--- src/rtl/mem_stage_ctrl.sv ---
// mem_stage_ctrl: MEM-stage controller. It turns an EX/MEM load or store into a
// request/done handshake with a stalling data memory. While the access is in
// flight it freezes the front of the pipeline. When the access finishes it hands
// the load data and a one-cycle completion strobe to MEM/WB. It also parks the
// pipeline on HALT and raises a sticky error on illegal or timed-out accesses.
module mem_stage_ctrl #(
    parameter int MAX_WAIT = 15
) (
    input  logic        clk,
    input  logic        rst,
    input  logic        req_valid,
    input  logic        mem_read_in,
    input  logic        mem_write_in,
    input  logic        halt_in,
    input  logic [15:0] addr_in,
    input  logic [15:0] wdata_in,
    output logic        mem_rd,
    output logic        mem_wr,
    output logic [15:0] mem_addr,
    output logic [15:0] mem_wdata,
    input  logic        mem_stall,
    input  logic        mem_done,
    input  logic [15:0] mem_rdata,
    output logic [15:0] read_data_out,
    output logic        wb_valid_out,
    output logic        stall_out,
    output logic        halt_out,
    output logic        err_out
);

    localparam int CW = $clog2(MAX_WAIT + 1);

    typedef enum logic [2:0] {
        S_IDLE,
        S_REQ,
        S_WAIT,
        S_DONE,
        S_HALTED
    } state_t;

    state_t        state_q, state_d;
    logic [CW-1:0] wait_cnt_q, wait_cnt_d;
    logic          op_read_q, op_read_d;
    logic          mem_rd_q, mem_rd_d;
    logic          mem_wr_q, mem_wr_d;
    logic [15:0]   addr_q, addr_d;
    logic [15:0]   wdata_q, wdata_d;
    logic [15:0]   rdata_q, rdata_d;
    logic          halt_q, halt_d;
    logic          err_q, err_d;

    // Next-state, latch updates and the combinational stall/writeback strobes
    always_comb begin
        state_d      = state_q;
        wait_cnt_d   = wait_cnt_q;
        op_read_d    = op_read_q;
        mem_rd_d     = mem_rd_q;
        mem_wr_d     = mem_wr_q;
        addr_d       = addr_q;
        wdata_d      = wdata_q;
        rdata_d      = rdata_q;
        halt_d       = halt_q;
        err_d        = err_q;
        stall_out    = 1'b0;
        wb_valid_out = 1'b0;

        case (state_q)
            S_IDLE: begin
                if (req_valid) begin
                    if (halt_in) begin
                        state_d = S_HALTED;
                        halt_d  = 1'b1;
                    end else if (mem_read_in && mem_write_in) begin
                        err_d        = 1'b1;
                        wb_valid_out = 1'b1;
                    end else if ((mem_read_in || mem_write_in) && addr_in[0]) begin
                        err_d        = 1'b1;
                        wb_valid_out = 1'b1;
                    end else if (mem_read_in || mem_write_in) begin
                        op_read_d = mem_read_in;
                        mem_rd_d  = mem_read_in;
                        mem_wr_d  = mem_write_in;
                        addr_d    = addr_in;
                        wdata_d   = wdata_in;
                        stall_out = 1'b1;
                        state_d   = S_REQ;
                    end else begin
                        wb_valid_out = 1'b1;
                    end
                end
            end
            S_REQ: begin
                stall_out = 1'b1;
                if (!mem_stall) begin
                    mem_rd_d   = 1'b0;
                    mem_wr_d   = 1'b0;
                    wait_cnt_d = '0;
                    state_d    = S_WAIT;
                end
            end
            S_WAIT: begin
                stall_out = 1'b1;
                if (mem_done) begin
                    if (op_read_q) begin
                        rdata_d = mem_rdata;
                    end
                    state_d = S_DONE;
                end else if (wait_cnt_q == CW'(MAX_WAIT - 1)) begin
                    err_d = 1'b1;
                    if (op_read_q) begin
                        rdata_d = 16'h0000;
                    end
                    state_d = S_DONE;
                end else begin
                    wait_cnt_d = wait_cnt_q + CW'(1);
                end
            end
            S_DONE: begin
                wb_valid_out = 1'b1;
                state_d      = S_IDLE;
            end
            S_HALTED: begin
                stall_out = 1'b1;
            end
            default: begin
                state_d = S_IDLE;
            end
        endcase
    end

    // State and output registers with synchronous reset
    always_ff @(posedge clk) begin
        if (rst) begin
            state_q    <= S_IDLE;
            wait_cnt_q <= '0;
            op_read_q  <= 1'b0;
            mem_rd_q   <= 1'b0;
            mem_wr_q   <= 1'b0;
            addr_q     <= 16'h0000;
            wdata_q    <= 16'h0000;
            rdata_q    <= 16'h0000;
            halt_q     <= 1'b0;
            err_q      <= 1'b0;
        end else begin
            state_q    <= state_d;
            wait_cnt_q <= wait_cnt_d;
            op_read_q  <= op_read_d;
            mem_rd_q   <= mem_rd_d;
            mem_wr_q   <= mem_wr_d;
            addr_q     <= addr_d;
            wdata_q    <= wdata_d;
            rdata_q    <= rdata_d;
            halt_q     <= halt_d;
            err_q      <= err_d;
        end
    end

    assign mem_rd        = mem_rd_q;
    assign mem_wr        = mem_wr_q;
    assign mem_addr      = addr_q;
    assign mem_wdata     = wdata_q;
    assign read_data_out = rdata_q;
    assign halt_out      = halt_q;
    assign err_out       = err_q;

endmodule

--- config.mk ---
export PLATFORM = sky130hd
export DESIGN_NAME = mem_stage_ctrl
export DESIGN_NICKNAME = d
export VERILOG_FILES = /design/src/rtl/mem_stage_ctrl.sv
export SDC_FILE = /design/constraint.sdc
export NUM_CORES = 1
export LEC_CHECK = 0
export ABC_AREA = 1
export BUFFER_PORTS_ARGS = -buffer_cell sky130_fd_sc_hd__buf_2
export CAP_MARGIN = 0
export CORE_MARGIN = 8
export CORE_UTILIZATION = 42
export DETAILED_ROUTE_END_ITERATION = 8
export GPL_ROUTABILITY_DRIVEN = 0
export PLACE_DENSITY = 0.85
export SYNTH_ARGS = -nofsm -noshare
export SYNTH_HDL_FRONTEND = slang
export SYNTH_SLANG_ARGS = --single-unit
export TNS_END_PERCENT = 5
--- constraint.sdc ---
create_clock -name clk -period 1.4 [get_ports clk]
set_input_delay 0.21 -clock clk [delete_from_list [all_inputs] [get_ports clk]]
set_output_delay 0.21 -clock clk [all_outputs]
set_load 0.005 [all_outputs]
==> metrics.csv <==
stage,metric,value,unit
worst_setup_path,Setup crit start,state_q[2],
job,max-cap violations,0,
logic_synthesis,Synth async-reset ratio,0,
logic_synthesis,xor/xnor share of the synthesized area,0.00345,
worst_setup_path,Worst R2R Start,state_q[1],
sta,Tmin final,1.61,ns
clock_network,clock sink count,60,
worst_setup_path,crit path DAT,1.40,ns
floorplanning,# rows,28,
drt,final WL,7110,um
worst_setup_path,CP max stage delay,0.35,ns
sta,Highest Clock Rate,620,MHz
floorplanning,DIE AREA,0.00880,mm2
floorplanning,DIE WIDTH,93.8,um
cells_and_area,Syn-to-layout area delta,37.7,%
logic_synthesis,mux cell area share after synthesis,0,
drt,Vias/cell,4.78,
worst_setup_path,crit path launch type,flop,
logic_synthesis,ys flop type,dfxtp_1,
drt,via count,2588,
clock_network,worst skew pair latency,0.32,ns
clock_network,Clk Tree Root Cell,clkbuf_8,
worst_setup_path,critical path required time,1.19,ns
cells_and_area,Filler cells,552,
power_and_ir_drop,Leak Pwr,1.76,nW
cells_and_area,Finished Layout Cells,541,
logic_synthesis,area of the mapped netlist,0.00254,mm2
worst_setup_path,CP max stage cell,dfxtp_2,
power_and_ir_drop,Comb pwr share,0.352,
logic_synthesis,Compound-Gate Fraction of Synth Area,0.127,
power_and_ir_drop,sw power,1.75,mW
cells_and_area,layout cells sized above 1,0.414,
logic_synthesis,Post-synth EDFFs,0,
floorplanning,Core Box Area,0.00589,mm2
sta,Hold WS,0.117,ns
clock_network,CTS Buf Count,9,
cells_and_area,post-route cell area,0.00350,mm2
power_and_ir_drop,P_int,3.29,mW
placed_design,placed cell count,520,
sta,final-report hold violation count,0,
drt,drt wl/cell,13.1,um
clock_network,Clock transition at path regs,0.06,ns
drt,drt drc,0,
power_and_ir_drop,Clock power frac,0.252,
logic_synthesis,syn_nets,394,
sta,setup ws final,-0.214,ns
logic_synthesis,Yosys reg bits,60,
logic_synthesis,combinational family with the most area after synthesis,simple AND/OR/NAND/NOR gates,
clock_network,CTS tree,yes,
clock_network,"Hold-fix buffers, CTS",0,
worst_setup_path,CP Class,flop to primary output,
run_status,failing checks,negative setup slack,
power_and_ir_drop,total power,5.04,mW
placed_design,Placement Setup Slack,-0.0624,ns
sta,Final period util,1.15,
clock_network,Max clock buf depth,2,
clock_network,CTS H-tree lvls,3,
grt,largest net degree at the start of global routing,39,
worst_setup_path,Worst setup EP type,primary output,
sta,unrepaired setup endpoints after global routing,true,
power_and_ir_drop,worst vdd ir,787,uV
power_and_ir_drop,sw frac,0.347,
logic_synthesis,Post-Syn Instances,336,
drt,DR pass1 iterations,4,
grt,first-pass GRT wire length,11500,um
logic_synthesis,count of cell types in the netlist,25,
logic_synthesis,sequential cell area fraction in the yosys report,0.473,
worst_setup_path,critical-path maximum fanout,6,
worst_setup_path,critical-path cell list,inv_2 > buf_4 > nand3_2 > buf_6 > nand2_1 > inv_2 > nand3_2 > buf_6,
power_and_ir_drop,PD cells,1440,mW/mm2
sta,Rel. slew slack,0.779,
grt,initial antenna violation count,0,
cells_and_area,diodes inserted,0,
drt,Antenna Nets Post-Route,0,
grt,GRT overflow,0,
floorplanning,Starting Density,0.432,
placed_design,DP Area,0.00324,mm2
worst_hold_path,worst hold-check path type,input port to flop,
sta,skew final,0.00532,ns
run_status,status,finished with violations,
floorplanning,io pins,110,
floorplanning,die height,93.8,um
sta,"Setup violations, final",54,
sta,Least-Margin Pin Slew,0.331,ns
grt,number of global-route vias before repair,2636,
logic_synthesis,syn avg cell area,7.56,um2
power_and_ir_drop,register share of total power,0.396,
logic_synthesis,Synth Area in Adders,0.00985,
placed_design,Detail Placement HPWL,5310,um
placed_design,# port buffers,109,
sta,fin. max-slew vios,0,
drt,1st-iter DRT viols,111,
cells_and_area,nets@finish,521,
worst_hold_path,Worst Min Path Start,wdata_in[11],
grt,GR Util All Layers,0.160,
logic_synthesis,post-synthesis simple-gate area fraction,0.315,
logic_synthesis,YS warnings,0,
-- synthesized netlist by cell type, drive strengths merged (2+ instances only) --
| master | number | area [um2] |
|---|---|---|
| a21oi | 24 | 120 |
| nor2 | 86 | 422 |
| buf | 8 | 80.1 |
| clkbuf | 6 | 22.5 |
| nand2 | 71 | 269 |
| ha | 2 | 25.0 |
| dfxtp | 60 | 1200 |
| nand4 | 5 | 31.3 |
| o21ai | 36 | 180 |
| nand3 | 12 | 70.1 |
| inv | 21 | 81.3 |
-- power by group through the flow --
stage / Clock, mW / Sequential (mW) / Combinational [mW]
finish: 1.27 / 2.00 / 1.77
global route: 1.39 / 2.02 / 1.99
CTS: 1.31 / 1.99 / 1.63
detailed placement: 0 / 2.01 / 1.53
global placement: 0 / 2.00 / 1.47
floorplan: 0 / 2.03 / 0.933
-- registers in the layout, summed over array words and instances (netlist names) --
name           count
mem_wr             1
read_data_out     16
wait_cnt_q         4
halt_out           1
mem_rd             1
mem_addr          16
state_q            3
op_read_q          1
err_out            1
mem_wdata         16
-- layout make-up --
class                   count  area (um2)  share of cell area
flip-flops and latches     60        1210               0.345
multi-input cells         241        1190               0.341
repair buffers            130         767               0.219
clock buffers              11         141              0.0404
well taps                  75        93.8              0.0268
inverters                  21        81.3              0.0232
clock inverters             3        15.0             0.00429
-- what timing repair did --
item | 4_1_cts | 5_1_grt
gates resized for setup | 7 | 9
pin swaps | 4 | 3
endpoints found under the setup margin | 54 | 60
buffers inserted | 4 | 3
-- worst max-delay path, delay by kind of cell, from the launching register on --
kind	cells	cell delay, ns
buffers and inverters	5	0.50
AND/OR/NAND/NOR	3	0.23
flip-flops	1	0.35
-- metal layers --
layer  part of all wire  global-route usage
met1               0.41               0.168
met3              0.085              0.0783
met2               0.49               0.270
met4              0.015              0.0568
met5                  0                   0
-- kinds of logic (layout without fill, tap and decap cells) --
logic type | Yosys count | in the layout
AO/OA/AOI/OAI | 63 | 63
XOR/XNOR | 1 | 1
adder cells (fa/ha/maj) | 2 | 2
buffers and inverters | 35 | 165
flip-flops | 60 | 60
AND/OR/NAND/NOR | 175 | 175
-- cells in the final DEF, fill, tap and decap left out, drive strengths merged --
master / n
nand2: 71
inv: 21
a21oi: 24
dfxtp: 60
xnor2: 1
nand3: 12
nand3b: 1
nand4: 5
o211ai: 1
o31ai: 1
o21ai: 36
clkinv: 3
clkbuf: 11
o21bai: 1
ha: 2
nor2: 86
buf: 130
-- worst paths after layout --
check | end | slack [ns] | cells after the start
worst max-delay path | stall_out | -0.21 | 8
worst min-delay path | mem_wdata[11] | 0.12 | 3
worst max register to register | mem_wr | -0.08 | 9
worst min register to register | mem_addr[0] | 0.44 | 2
-- through the flow --
step | util | setup TNS (ns)
floorplan | - | 0
global placement | 0.551 | 0
detailed placement | 0.551 | -1.03
CTS | 0.587 | -2.48
global route | 0.595 | -7.79
finish | 0.595 | -2.07
Note: power is estimated with default switching activity, not from simulation.
